`config.mk`:
```
export PLATFORM = sky130hd
export DESIGN_NAME = elastic_pipe_flat
export DESIGN_NICKNAME = d
export VERILOG_FILES = /design/src/rtl/elastic_pipe_pkg.sv /design/src/rtl/elastic_pipe_if.sv /design/src/rtl/elastic_stage.sv /design/src/rtl/elastic_pipe.sv /design/src/flat_wrapper.sv
export SDC_FILE = /design/constraint.sdc
export NUM_CORES = 1
export LEC_CHECK = 0
export ABC_AREA = 1
export BUFFER_PORTS_ARGS = -buffer_cell sky130_fd_sc_hd__buf_2
export CELL_PAD_IN_SITES_DETAIL_PLACEMENT = 0
export CELL_PAD_IN_SITES_GLOBAL_PLACEMENT = 2
export CORE_ASPECT_RATIO = 1.2
export CORE_UTILIZATION = 31
export CTS_CLUSTER_DIAMETER = 80
export DETAILED_ROUTE_END_ITERATION = 10
export HOLD_SLACK_MARGIN = 0.15
export PLACE_DENSITY_LB_ADDON = 0.1
export SYNTH_ARGS = -nofsm -noshare
export SYNTH_HDL_FRONTEND = slang
export SYNTH_SLANG_ARGS = --single-unit
```
`constraint.sdc`:
```
create_clock -name clk -period 1.5 [get_ports clk]
set_clock_uncertainty 0.05 [all_clocks]
set_input_delay 0.075 -clock clk [delete_from_list [all_inputs] [get_ports clk]]
set_output_delay 0.075 -clock clk [all_outputs]
set_load 0.01 [all_outputs]
```
`src/rtl/elastic_pipe_pkg.sv`:
```
// Shared constants and helpers for the elastic pipeline and its stages.
package elastic_pipe_pkg;

  localparam int MAX_DEPTH = 16;

  // Occupancy counter width; a zero-depth pipe still exposes a 1-bit count.
  function automatic int cnt_width(input int depth);
    return (depth < 1) ? 1 : $clog2(depth + 1);
  endfunction

endpackage

```
`src/rtl/elastic_pipe_if.sv`:
```
// Handshake bundle for the elastic pipeline: upstream push, downstream pop, control.
interface elastic_pipe_if #(
  parameter int WIDTH = 18,
  parameter int DEPTH = 2
);
  import elastic_pipe_pkg::*;

  logic                        ce;
  logic                        flush;
  logic                        in_valid;
  logic                        in_ready;
  logic [WIDTH-1:0]            in_data;
  logic                        out_valid;
  logic                        out_ready;
  logic [WIDTH-1:0]            out_data;
  logic [cnt_width(DEPTH)-1:0] count;

  modport master (
    output ce, flush, in_valid, in_data, out_ready,
    input  in_ready, out_valid, out_data, count
  );

  modport slave (
    input  ce, flush, in_valid, in_data, out_ready,
    output in_ready, out_valid, out_data, count
  );

endinterface

```
`src/rtl/elastic_stage.sv`:
```
// One pipeline slot: valid bit plus payload, payload only captured alongside a valid.
module elastic_stage #(
  parameter int WIDTH = 18
) (
  input  logic             clk,
  input  logic             rst,
  input  logic             load,
  input  logic             clear,
  input  logic             up_valid,
  input  logic [WIDTH-1:0] up_data,
  output logic             valid,
  output logic [WIDTH-1:0] data
);

  always_ff @(posedge clk or posedge rst) begin
    if (rst) begin
      valid <= 1'b0;
      data  <= '0;
    end else if (clear) begin
      valid <= 1'b0;
    end else if (load) begin
      valid <= up_valid;
      if (up_valid) data <= up_data;
    end
  end

endmodule

```
`src/rtl/elastic_pipe.sv`:
```
// Elastic register pipeline with bubble collapse, clock enable and flush.
module elastic_pipe
  import elastic_pipe_pkg::*;
#(
  parameter int WIDTH = 18,
  parameter int DEPTH = 2
) (
  input logic           clk,
  input logic           rst,
  elastic_pipe_if.slave bus
);

  localparam int CW = cnt_width(DEPTH);

  if (DEPTH == 0) begin : g_pass
    logic unused_ok;
    assign unused_ok     = clk ^ rst;
    assign bus.out_data  = bus.in_data;
    assign bus.out_valid = bus.ce & bus.in_valid;
    assign bus.in_ready  = bus.ce & ~bus.flush & bus.out_ready;
    assign bus.count     = '0;
  end else begin : g_pipe
    logic [DEPTH-1:0] v;
    logic [DEPTH-1:0] adv;
    logic [DEPTH-1:0] up_v;
    logic [WIDTH-1:0] d    [DEPTH];
    logic [WIDTH-1:0] up_d [DEPTH];
    logic [CW-1:0]    cnt;
    logic             run;

    assign run = bus.ce & ~bus.flush;

    // A stage may move if it is empty or everything downstream of it moves.
    always_comb begin
      logic a;
      adv = '0;
      a   = bus.out_ready;
      for (int i = DEPTH - 1; i >= 0; i--) begin
        a      = a | ~v[i];
        adv[i] = a;
      end
    end

    for (genvar i = 0; i < DEPTH; i++) begin : g_stage
      if (i == 0) begin : g_head
        assign up_v[i] = bus.in_valid;
        assign up_d[i] = bus.in_data;
      end else begin : g_body
        assign up_v[i] = v[i-1];
        assign up_d[i] = d[i-1];
      end

      elastic_stage #(.WIDTH(WIDTH)) u_stage (
        .clk      (clk),
        .rst      (rst),
        .load     (run & adv[i]),
        .clear    (bus.ce & bus.flush),
        .up_valid (up_v[i]),
        .up_data  (up_d[i]),
        .valid    (v[i]),
        .data     (d[i])
      );
    end

    always_comb begin
      cnt = '0;
      for (int i = 0; i < DEPTH; i++) cnt = cnt + CW'(v[i]);
    end

    assign bus.in_ready  = run & adv[0];
    assign bus.out_valid = bus.ce & v[DEPTH-1];
    assign bus.out_data  = d[DEPTH-1];
    assign bus.count     = cnt;
  end

endmodule
```
`src/flat_wrapper.sv`:
```
// flat-port wrapper written by rule: the top's interface ports become plain ports
module elastic_pipe_flat import elastic_pipe_pkg::*;
#(
  parameter int WIDTH = 18,
  parameter int DEPTH = 2
)
  (clk, rst, bus_ce, bus_flush, bus_in_valid, bus_in_data, bus_out_ready, bus_in_ready, bus_out_valid, bus_out_data, bus_count);
  elastic_pipe_if #(.WIDTH(WIDTH), .DEPTH(DEPTH)) bus_i ();
  input logic clk;
  input logic rst;
  input wire logic [$bits(bus_i.ce)-1:0] bus_ce;
  input wire logic [$bits(bus_i.flush)-1:0] bus_flush;
  input wire logic [$bits(bus_i.in_valid)-1:0] bus_in_valid;
  input wire logic [$bits(bus_i.in_data)-1:0] bus_in_data;
  input wire logic [$bits(bus_i.out_ready)-1:0] bus_out_ready;
  output wire logic [$bits(bus_i.in_ready)-1:0] bus_in_ready;
  output wire logic [$bits(bus_i.out_valid)-1:0] bus_out_valid;
  output wire logic [$bits(bus_i.out_data)-1:0] bus_out_data;
  output wire logic [$bits(bus_i.count)-1:0] bus_count;
  assign bus_i.ce = bus_ce;
  assign bus_i.flush = bus_flush;
  assign bus_i.in_valid = bus_in_valid;
  assign bus_i.in_data = bus_in_data;
  assign bus_i.out_ready = bus_out_ready;
  assign bus_in_ready = bus_i.in_ready;
  assign bus_out_valid = bus_i.out_valid;
  assign bus_out_data = bus_i.out_data;
  assign bus_count = bus_i.count;
  elastic_pipe #(.WIDTH(WIDTH), .DEPTH(DEPTH)) u_core (.clk(clk), .rst(rst), .bus(bus_i));
endmodule
```
### Word-level counts from Yosys, hierarchy flattened

Cells that the tools add are included.

| word-level totals | value |
|---|---|
| flip-flop bits (word level) | 38 |
| bits of input ports | 24 |
| word-level logic and storage cells | 24 |

| operators by class | value |
|---|---|
| add/sub/neg operators | 1 |
| mux-type cells | 4 |
| bitwise logic cells | 11 |
| reduce and logical (&&, ||, !) cells | 4 |

Operator list:

| cell | number |
|---|---|
| AND reduction 3 bit | 2 |
| AND 1 bit | 5 |
| two-way mux 1 bit | 4 |
| NOT 1 bit | 4 |
| nonzero test 2 bit | 2 |
| adder 1 x 1 -> 2 bit | 1 |
| bitwise OR 1 bit | 2 |

### Depth between registers and ports, before layout

Gate-level depths: netlist of run 1.

| depth | value |
|---|---|
| depth in word-level cells | 6 |
| mapped depth | 6 |
| mapped depth without buffers | 5 |

### Cells and area by module

Synthesis of run 1 repeated with hierarchy kept, for this count alone.

| second synthesis, totals | value |
|---|---|
| cells, all modules | 184 |
| area, all modules | 1721.7 um2 |

Modules (own cells, without submodules):

| module | times used | cells each | area each (um2) |
|---|---|---|---|
| elastic_stage | 2 | 85 | 828.3 |
| elastic_pipe | 1 | 14 | 65.1 |

### Worst setup path after synthesis of run 1

No wires, ideal clock.

| path | value |
|---|---|
| kind | register -> register |
| from | reg u_core.g_pipe.g_stage[1].u_stage.valid |
| to | reg u_core.g_pipe.g_stage[1].u_stage.data[17] |
| data arrival time | 1.004 ns |
| slack | 0.380 ns |
| cell stages (with the launch flop) | 6 |
| cell sequence | dfrtp_1 nand2_1 buf_2 buf_6 nand4_1 nand2_1 |

| on the way | value |
|---|---|
| word-level cells in the longest chain between the ends | 4 |

Ends and longest elaborated chain:

| item | line | text |
|---|---|---|
| start, declared | elastic_stage.sv:11 | `output logic valid,` |
| start signal, assigned | elastic_stage.sv:22 | `valid <= up_valid;` |
| NOT 1 bit | elastic_pipe.sv:39 | `a = a \| ~v[i];` |
| bitwise OR 1 bit | elastic_pipe.sv:39 |  |
| AND 1 bit | elastic_pipe.sv:56 | `.load (run & adv[i]),` |
| AND reduction 3 bit (no source line) | - |  |
| end signal, assigned | elastic_stage.sv:23 | `if (up_valid) data <= up_data;` |
| end, declared | elastic_stage.sv:12 | `output logic [WIDTH-1:0] data` |

No other way between the ends.
A chain may end at the register's enable or synchronous reset.

### Worst setup path in the final report of run 1

| path | value |
|---|---|
| from | reg u_core.g_pipe.g_stage[0].u_stage.valid |
| to | out bus_count[0] |

| on the way | value |
|---|---|
| word-level cells in the longest chain between the ends | 1 |

Ends and longest elaborated chain:

| item | line | text |
|---|---|---|
| start, declared | elastic_stage.sv:11 |  |
| start signal, assigned | elastic_stage.sv:22 |  |
| adder 1 x 1 -> 2 bit | elastic_pipe.sv:67 | `for (int i = 0; i < DEPTH; i++) cnt = cnt + CW'(v[i]);` |
| end, declared | flat_wrapper.sv:19 | `output wire logic [$bits(bus_i.count)-1:0] bus_count;` |

No other way between the ends.

==> impl_metrics.yaml, run 1 <==
power_and_ir_drop:
  clock_share_of_power: 0.263
  p_int_mw: 1.913
  cellLeakagePower_nw: 1.253
  power_total_mw: 2.747
  vdd.ir_drop.worst_mv: 0.4307
  switching_share: 0.3038
  switchingPower_uw: 834.6
  proportion_of_power_drawn_by_combinational_gates: 0.238
  p_per_area_nw_per_um2: 1183
  seq_power_share: 0.499
floorplan:
  start_util: 0.3235
  die-area_um2: 6267
  coreArea_um2: 5705
  die_h_um: 86.52
  pin_count: 46
  rows: 30
  chipWidth_um: 72.44
sta:
  setup_viol: 0
  final_critical_path_setup_slack_ns: 0.06160
  worstMarginPinSlew_ns: 0.4955
  slew_violations: 0
  final_period_minus_worst_setup_slack_ns: 1.438
  finalHoldViolCount: 0
  timing.final.crit_share: 0.9589
  final.hold.worst_slack_ns: 0.1771
  rsz0062_at_grt: "no"
  fin_setup_tns_ns: 0
  timing.slew.headroom: 0.6697
  max_clk_rate_ghz: 0.6952
critical_path:
  r2r.worst_path.cells: 4
  r2r_end: "u_core.g_pipe.g_stage[1].u_stage.data[11]"
  timing.setup.critical_path_class: "reg -> out"
  critical_path.max_stage_delay_ns: 0.43
  critical_path_cell_count: 3
  worstPathCellList: "buf_8 -> ha_1 -> buf_2"
  cp-end-kind: "output port"
  crit_path_start_kind: "register"
  worstPathMaxFanout: 21
  slowest_stage: "sky130_fd_sc_hd__dfrtp_1"
  setup.worst_path.start: "u_core.g_pipe.g_stage[0].u_stage.valid"
  cp_top_family: "flip-flops"
  setup.reg_to_reg.worst_slack_ns: 0.26
  critPathRequiredTime_ns: 1.37
  crit_arrival_ns: 1.31
  critical_path_buf_inv_count: 2
  regToRegStartpoint: "u_core.g_pipe.g_stage[0].u_stage.valid"
  timing.critical_path.to: "bus_count[0]"
min_path:
  holdCritPathClass: "in -> reg"
run:
  maximum_capacitance_violations: 0
yosys:
  yosys.area.top_type: "sky130_fd_sc_hd__dfrtp_1"
  synthCells: 196
  post_synthesis_sequential_element_count: 38
  seq_area_frac_synth: 0.5153
  synth_top_area_share: 0.5153
  syn-cell-area_um2: 1846
  synth.net_count: 221
  yosys_warnings: 0
  post_synth.cell_area_avg_um2: 9.416
  synth_area_leaders: "sky130_fd_sc_hd__dfrtp_1, sky130_fd_sc_hd__nand2_1, sky130_fd_sc_hd__nand4_1, sky130_fd_sc_hd__buf_4, sky130_fd_sc_hd__buf_6"
  yosysUniqueCellTypes: 15
clock_network:
  tritoncts.num_buffers: 5
  clock_tree.root_cell: "sky130_fd_sc_hd__clkbuf_8"
  cts_tree: "done"
  clock-sinks: 38
  clk_path_buf_depth: 2
  worstSkewPairLatency_ns: 0.28
  number_of_levels_in_the_clock_h_tree: 2
  clk_pin_slew_ns: 0.07
layout:
  insertedDiodeCount: 0
  area.growth.synth_to_final_pct: 25.83
  fin_area_um2: 2322
  final_common_cell: "sky130_fd_sc_hd__nand2_1"
  stdcell_count: 330
  utilization: 0.4070
  drive_gt1_frac: 0.2560
  layout_common_cells: "sky130_fd_sc_hd__nand2_1, sky130_fd_sc_hd__buf_2, sky130_fd_sc_hd__dfrtp_1"
  layout.nets: 274
detailed_routing:
  dr.pass1.iters: 4
  dr.first_iter.drc_count: 88
  detail_route.drc_violations: 0
  route.final.wire_length_mm: 4.459
  vias: 1510
  post_drt_via_cell_ratio: 4.576
  avgRoutedWirePerCell_um: 13.51
  drt.antenna.violating_nets: 0
place:
  place.detailed.hpwl_mm: 2.721
  buffer_ports.inserted: 45
  dp_worst_setup_slack_ns: 0.1978
  gp_congestion: 0.7736
  placed_cells: 296
  placed_cell_area_um2: 1956
global_routing:
  grt_first_pass_wirelength_mm: 7.376
  grt.overflow.total: 0
  grt_start_max_net_pins: 39
  grt_use_total: 0.1587
  antenna_found_initial: 0
  first_global_vias: 1446
status:
  run_status: "finished clean"
==> synthesized netlist by cell type (all sizes together) <==
master	instances
and2	1
buf	32
dfrtp	38
ha	1
inv	4
nand2	78
nand3	5
nand4	36
nor2	1
==> final cells by class <==
cell class,count,area (um^2)
Clock buffer,7,86.33
Clock inverter,1,5.005
Fill cell,621,3383
Inverter,4,15.01
Multi-Input combinational cell,122,619.3
Sequential cell,38,950.9
Tap cell,80,100.1
Timing Repair Buffer,78,545.5
==> flip-flops by register name (all words and copies together), names as in the netlist <==
signal,flops
u_core.g_pipe.g_stage.u_stage.data,36
u_core.g_pipe.g_stage.u_stage.valid,2
==> cell families (layout without fill, tap and decap cells) <==
kind of cell,count (synthesis),count (layout),synth area share
AND/OR/NAND/NOR,121,121,0.3247
flip-flops,38,38,0.5153
buffers and inverters,36,90,0.1532
adder cells (fa/ha/maj),1,1,0.006779
==> power groups by stage <==
stage | logic, mW | clock network (mW) | registers [mW]
2_1_floorplan | 0.581 | 0 | 1.37
3_3_place_gp | 0.604 | 0 | 1.38
3_5_place_dp | 0.608 | 0 | 1.39
4_1_cts | 0.665 | 0.769 | 1.37
5_1_grt | 0.745 | 0.813 | 1.40
6_report | 0.654 | 0.723 | 1.37
==> routing by layer <==
layer  up-vias  global-route usage  share of wire
met1       722              0.2150           0.45
met5         -                   0              0
met3         2             0.03721          0.040
met2        43              0.2438           0.50
met4         0             0.06417         0.0065
li1        743                   -              -
==> worst min path at each step <==
| stage | from | endpoint | depth (start not counted) |
|---|---|---|---|
| 4_1_cts | bus_in_valid | u_core.g_pipe.g_stage[0].u_stage.data[0] | 3 |
| 6_report | bus_in_valid | u_core.g_pipe.g_stage[0].u_stage.data[0] | 3 |
| 3_5_place_dp | rst | u_core.g_pipe.g_stage[1].u_stage.data[3] | 3 |
| 5_1_grt | bus_in_valid | u_core.g_pipe.g_stage[0].u_stage.data[1] | 3 |
| 3_3_place_gp | rst | u_core.g_pipe.g_stage[1].u_stage.data[0] | 3 |
| 2_1_floorplan | bus_in_data[10] | u_core.g_pipe.g_stage[0].u_stage.data[10] | 2 |
==> worst min-delay path, stage by stage <==
cell	delay, ns
sky130_fd_sc_hd__buf_2	0.22
sky130_fd_sc_hd__nand4_1	0.14
sky130_fd_sc_hd__nand2_1	0.05
==> timing repair <==
| item | in CTS | in global routing |
|---|---|---|
| endpoints found under the setup margin | 1 | 1 |
| endpoints found under the hold margin | 61 | 0 |
| hold buffers | 26 | 0 |
| buffers inserted | 0 | 0 |
| gates resized for setup | 1 | 2 |
| gates cloned | 0 | 0 |
(Power assumes the default switching activity.)
==> run 2, diff against run 1 <==
==> constraint.sdc (replaced) <==
create_clock -name clk -period 1.5 [get_ports clk]
set_clock_uncertainty 0.05 [all_clocks]
set_input_delay 0.3 -clock clk [delete_from_list [all_inputs] [get_ports clk]]
set_output_delay 0.3 -clock clk [all_outputs]
set_load 0.01 [all_outputs]
==> impl_metrics.yaml, run 2 (synthesis results as in run 1) <==
status:
  run_status: "finished clean"
sta:
  finalHoldViolCount: 0
  setup_viol: 0
  max_clk_rate_ghz: 0.6735
  worstMarginPinSlew_ns: 0.5004
  timing.final.crit_share: 0.9898
  timing.slew.headroom: 0.6664
  final_period_minus_worst_setup_slack_ns: 1.485
  slew_violations: 0
  rsz0062_at_grt: "yes"
clock_network:
  clk_pin_slew_ns: 0.07
  number_of_levels_in_the_clock_h_tree: 2
  tritoncts.num_buffers: 5
  cts_tree: "done"
  clock-sinks: 38
  clk_path_buf_depth: 2
  worstSkewPairLatency_ns: 0.29
  clock_tree.root_cell: "sky130_fd_sc_hd__clkbuf_8"
layout:
  stdcell_count: 311
  nFillCells: 613
  drive_gt1_frac: 0.3247
  largest_register_ff_count: 36
  layout.nets: 256
  final_common_cell: "sky130_fd_sc_hd__nand2_1"
  top_regs: "u_core.g_pipe.g_stage.u_stage.data x36, u_core.g_pipe.g_stage.u_stage.valid x2"
  insertedDiodeCount: 0
  layout_common_cells: "sky130_fd_sc_hd__nand2_1, sky130_fd_sc_hd__buf_2, sky130_fd_sc_hd__nand4_1, sky130_fd_sc_hd__dfrtp_1, sky130_fd_sc_hd__buf_4"
  regMostFlops: "u_core.g_pipe.g_stage.u_stage.data"
  utilization: 0.3732
  area.growth.synth_to_final_pct: 15.39
power_and_ir_drop:
  vdd.ir_drop.worst_mv: 0.4377
  p_per_area_nw_per_um2: 1249
  cellLeakagePower_nw: 1.167
floorplan:
  die_h_um: 86.52
  start_util: 0.3235
  die-area_um2: 6267
  coreArea_um2: 5705
  chipWidth_um: 72.44
  pin_count: 46
  rows: 30
place:
  placed_cells: 299
  gp_congestion: 0.7766
  place.detailed.hpwl_mm: 2.865
  buffer_ports.inserted: 45
global_routing:
  groute.layer.met2.usage: 0.2362
  grt_use_total: 0.1462
  antenna_found_initial: 0
  grt_start_max_net_pins: 39
  grt_first_pass_wirelength_mm: 6.858
  first_global_vias: 1390
  grt_most_used_layer: "met2"
  globalRouteMet1Util: 0.1815
  globalRouteMet3Util: 0.03837
  grt.overflow.total: 0
detailed_routing:
  dr.pass1.iters: 4
  dr.first_iter.drc_count: 88
  route.final.wire_length_mm: 4.108
  detail_route.drc_violations: 0
  vias: 1407
  post_drt_via_cell_ratio: 4.524
  avgRoutedWirePerCell_um: 13.21
  drt.antenna.violating_nets: 0
critical_path:
  cp_top_family: "flip-flops"
  critical_path_buf_inv_count: 1
  crit_path_start_kind: "register"
  cp-end-kind: "output port"
  crit_arrival_ns: 1.13
  worstPathCellList: "ha_4 -> buf_2"
  critPathRequiredTime_ns: 1.15
  timing.setup.critical_path_class: "reg -> out"
  worstPathMaxFanout: 4
  slowest_stage: "sky130_fd_sc_hd__dfrtp_2"
  critical_path.max_stage_delay_ns: 0.46
min_path:
  holdCritPathClass: "in -> reg"
run:
  maximum_capacitance_violations: 0
-- run 2: cell types whose count changed in the layout (fill, tap and decap cells not counted), sizes merged --
cell	previous run	this run
dlygate4sd3	26	1
clkbuf	7	5
clkinv	1	2
buf	52	59
-- run 2: worst min-delay path, stage by stage --
cell and delay (ns):
sky130_fd_sc_hd__buf_2 0.10, sky130_fd_sc_hd__nand4_1 0.07, sky130_fd_sc_hd__nand2_1 0.05
-- run 2: what timing repair did --
action / in CTS / in global routing
hold buffers: 1 / 0
setup buffers: 2 / 2
resized for setup: 3 / 4
endpoints found under the hold margin: 38 / 0
pin swaps: 0 / 1
setup endpoints to repair: 2 / 3
-- run 2: stage by stage --
stage	cell area [um^2]	TNS, ns	hold slack, ns	total power, mW	setup slack (ns)
2_1_floorplan	1846	0	0.3920	1.948	0.2891
3_3_place_gp	1978	0	0.3931	1.985	0.1802
3_5_place_dp	1978	0	0.4035	2.005	0.1200
4_1_cts	2092	-0.03142	0.2052	2.706	-0.02450
5_1_grt	2130	-0.02658	0.2177	2.845	-0.02658
6_report	2130	0	0.2113	2.660	0.01527
-- run 2: layer usage --
metal | vias to the layer above | wire length (um)
met5 | - | 0
met4 | 0 | 80
met3 | 7 | 186
met2 | 34 | 1965
met1 | 657 | 1876
li1 | 709 | -
-- run 2: path summary, 6_finish.rpt --
kind                                                            from  depth (start not counted)  slack (ns)                                         to
max                           u_core.g_pipe.g_stage[1].u_stage.valid                          2        0.02                               bus_count[0]
min                                                  bus_in_data[16]                          3        0.21  u_core.g_pipe.g_stage[0].u_stage.data[16]
max reg2reg                   u_core.g_pipe.g_stage[1].u_stage.valid                          4        0.14   u_core.g_pipe.g_stage[1].u_stage.data[6]
min reg2reg                u_core.g_pipe.g_stage[1].u_stage.data[15]                          2        0.42  u_core.g_pipe.g_stage[1].u_stage.data[15]
max in group asynchronous                                        rst                          4        0.39     u_core.g_pipe.g_stage[1].u_stage.valid
min in group asynchronous                                        rst                          4        0.63   u_core.g_pipe.g_stage[0].u_stage.data[6]
-- run 2: power breakdown --
| part | total, mW | switching, mW | internal, mW |
|---|---|---|---|
| registers | 1.38 | 0.122 | 1.25 |
| logic | 0.616 | 0.356 | 0.260 |
| clock network | 0.668 | 0.356 | 0.312 |
| total | 2.66 | 0.834 | 1.83 |
-- run 2: area by class of cell --
cell class / count / area, um^2 / share of cell area
clock inverters: 2 / 10.01 / 0.004700
multi-input cells: 122 / 634.4 / 0.2979
flip-flops and latches: 38 / 953.4 / 0.4477
inverters: 4 / 15.01 / 0.007051
well taps: 80 / 100.1 / 0.04700
repair buffers: 60 / 347.8 / 0.1633
clock buffers: 5 / 68.82 / 0.03231
==> run 3, diff against run 2 <==
--- a/config.mk
+++ b/config.mk
@@ -5,12 +5,11 @@
 export SDC_FILE = /design/constraint.sdc
 export NUM_CORES = 1
 export LEC_CHECK = 0
-export ABC_AREA = 1
 export BUFFER_PORTS_ARGS = -buffer_cell sky130_fd_sc_hd__buf_2
 export CELL_PAD_IN_SITES_DETAIL_PLACEMENT = 0
 export CELL_PAD_IN_SITES_GLOBAL_PLACEMENT = 2
 export CORE_ASPECT_RATIO = 1.2
-export CORE_UTILIZATION = 31
+export CORE_UTILIZATION = 35
 export CTS_CLUSTER_DIAMETER = 80
 export DETAILED_ROUTE_END_ITERATION = 10
 export HOLD_SLACK_MARGIN = 0.15
==> impl_metrics.yaml, run 3 <==
min_path:
  holdCritPathClass: "in -> reg"
  hold-path-cell-count: 2
  hold_start: "bus_in_data[14]"
layout:
  final_common_cell: "sky130_fd_sc_hd__buf_2"
  area.growth.synth_to_final_pct: 22.16
  drive_gt1_frac: 0.6776
  largest_register_ff_count: 36
  top_regs: "u_core.g_pipe.g_stage.u_stage.data x36, u_core.g_pipe.g_stage.u_stage.valid x2"
  regMostFlops: "u_core.g_pipe.g_stage.u_stage.data"
  insertedDiodeCount: 0
  layout.nets: 176
  nFillCells: 463
  stdcell_count: 210
  layout_common_cells: "sky130_fd_sc_hd__buf_2, sky130_fd_sc_hd__dfrtp_1, sky130_fd_sc_hd__mux2_2"
yosys:
  synth_area_leaders: "sky130_fd_sc_hd__dfrtp_1, sky130_fd_sc_hd__mux2_2, sky130_fd_sc_hd__mux2_4, sky130_fd_sc_hd__buf_4, sky130_fd_sc_hd__buf_6"
  synth-async-reset-ratio: 1.000
  synth_top_area_share: 0.5651
  post_synthesis_sequential_element_count: 38
  synth_edf_count: 0
  flip_flop_cell_with_the_highest_count_after_synthesis: "sky130_fd_sc_hd__dfrtp_1"
  synth.net_count: 135
  yosys_warnings: 0
  yosys.cell_count.top_type: "sky130_fd_sc_hd__dfrtp_1"
  synthTopCellsByCount: "sky130_fd_sc_hd__dfrtp_1, sky130_fd_sc_hd__mux2_2, sky130_fd_sc_hd__buf_4"
  yosysUniqueCellTypes: 19
  syn-cell-area_um2: 1683
  synthCells: 110
  yosys.area.top_type: "sky130_fd_sc_hd__dfrtp_1"
  post_synth.cell_area_avg_um2: 15.30
  seq_area_frac_synth: 0.5651
sta:
  setup_viol: 1
  worstMarginPinSlew_ns: 0.4856
  timing.slew.headroom: 0.6763
  slew_violations: 0
  rsz0062_at_grt: "yes"
  timing.final.crit_share: 1.002
  finalHoldViolCount: 0
  final_critical_path_setup_slack_ns: -0.002702
  max_clk_rate_ghz: 0.6655
  fin_setup_tns_ns: -0.002702
  final_period_minus_worst_setup_slack_ns: 1.503
global_routing:
  grt_use_total: 0.1300
  grt_first_pass_wirelength_mm: 4.919
  first_global_vias: 1008
  antenna_found_initial: 0
  grt_start_max_net_pins: 39
  grt.overflow.total: 0
critical_path:
  worstPathMaxFanout: 3
  critical_path_cell_count: 3
  slowest_stage: "sky130_fd_sc_hd__dfrtp_1"
  path_common_cell: "sky130_fd_sc_hd__buf_6"
  setup.worst_path.start: "u_core.g_pipe.g_stage[1].u_stage.valid"
  critical_path.max_stage_delay_ns: 0.40
  worstPathCellList: "buf_6 -> ha_4 -> buf_6"
  cp_top_family: "flip-flops"
  timing.setup.critical_path_class: "reg -> out"
  crit_path_start_kind: "register"
  regToRegStartpoint: "u_core.g_pipe.g_stage[1].u_stage.valid"
  critical_path_buf_inv_count: 2
  crit_arrival_ns: 1.15
  critPathRequiredTime_ns: 1.15
  r2r.worst_path.cells: 4
  cp-end-kind: "output port"
clock_network:
  cts_tree: "done"
  number_of_levels_in_the_clock_h_tree: 2
  clk_pin_slew_ns: 0.07
  clock_tree.root_cell: "sky130_fd_sc_hd__clkbuf_8"
  worstSkewPairLatency_ns: 0.29
  tritoncts.num_buffers: 5
  clock-sinks: 38
  clk_path_buf_depth: 2
status:
  run_status: "finished, violations left"
  violations: "negative setup slack"
place:
  buffer_ports.inserted: 45
  placed_cells: 199
  dp_worst_setup_slack_ns: -0.04547
  place.detailed.hpwl_mm: 2.009
  gp_congestion: 0.5755
detailed_routing:
  vias: 963
  detail_route.drc_violations: 0
  post_drt_via_cell_ratio: 4.586
  dr.pass1.iters: 2
  avgRoutedWirePerCell_um: 13.86
  route.final.wire_length_mm: 2.910
  dr.first_iter.drc_count: 40
  drt.antenna.violating_nets: 0
power_and_ir_drop:
  vdd.ir_drop.worst_mv: 0.5900
  p_per_area_nw_per_um2: 1528
  cellLeakagePower_nw: 0.9846
floorplan:
  rows: 27
  chipWidth_um: 65.30
  die-area_um2: 5091
  pin_count: 46
  start_util: 0.3663
  die_h_um: 77.96
  coreArea_um2: 4594
run:
  maximum_capacitance_violations: 0
==> run 3: final timing paths <==
check,slack [ns],endpoint
worst max register to register,0.04,u_core.g_pipe.g_stage[1].u_stage.data[16]
worst min-delay path,0.19,u_core.g_pipe.g_stage[0].u_stage.data[14]
worst min register to register,0.45,u_core.g_pipe.g_stage[0].u_stage.data[11]
worst max-delay path,-0.003,bus_count[0]
max in group asynchronous,0.44,u_core.g_pipe.g_stage[0].u_stage.valid
min in group asynchronous,0.61,u_core.g_pipe.g_stage[1].u_stage.data[15]
==> run 3: layout make-up <==
| cell class | count | area, um^2 | share of cell area |
|---|---|---|---|
| Clock buffer | 7 | 76.32 | 0.03713 |
| Clock inverter | 1 | 30.03 | 0.01461 |
| Inverter | 2 | 7.507 | 0.003652 |
| Multi-Input combinational cell | 49 | 571.8 | 0.2781 |
| Sequential cell | 38 | 952.2 | 0.4632 |
| Tap cell | 58 | 72.57 | 0.03530 |
| Timing Repair Buffer | 55 | 345.3 | 0.1680 |
==> run 3: metal layers <==
metal | wire (um) | up-vias | GRT usage
li1 | - | 440 | -
met1 | 1269 | 489 | 0.1645
met2 | 1410 | 29 | 0.2010
met3 | 173 | 5 | 0.04412
met4 | 57 | 0 | 0.05217
met5 | 0 | - | 0
==> run 3: what timing repair did <==
item                                    in CTS  in global routing
resized for setup                            5                  4
endpoints found under the setup margin       2                 19
setup buffers                                1                  1
pin swaps                                    0                  0
hold buffers                                 1                  0
hold endpoints to repair                    38                  0
==> run 3: per-stage QoR <==
stage | area [um^2] | total power, mW | utilization | hold WS [ns]
floorplan | 1690 | 2.246 | - | 0.4016
global placement | 1888 | 2.274 | 0.4109 | 0.3836
detailed placement | 1888 | 2.304 | 0.4109 | 0.3883
CTS | 2036 | 3.183 | 0.4431 | 0.1835
global route | 2056 | 3.320 | 0.4474 | 0.1848
finish | 2056 | 3.141 | 0.4474 | 0.1882
==> run 3: power by group <==
group          leakage [nW]  switching [mW]  total, mW  internal, mW
combinational         0.475           0.318      0.811         0.493
clock                0.0524           0.349      0.847         0.497
sequential            0.457           0.158       1.48          1.33
==> run 3: cell families after synthesis <==
| family | count (synthesis) | synth area share |
|---|---|---|
| compound gates | 5 | 0.02156 |
| fa+ha+maj | 1 | 0.007434 |
| buf+inv | 23 | 0.1100 |
| flops | 38 | 0.5651 |
| mux | 36 | 0.2632 |
| simple gates | 7 | 0.03272 |
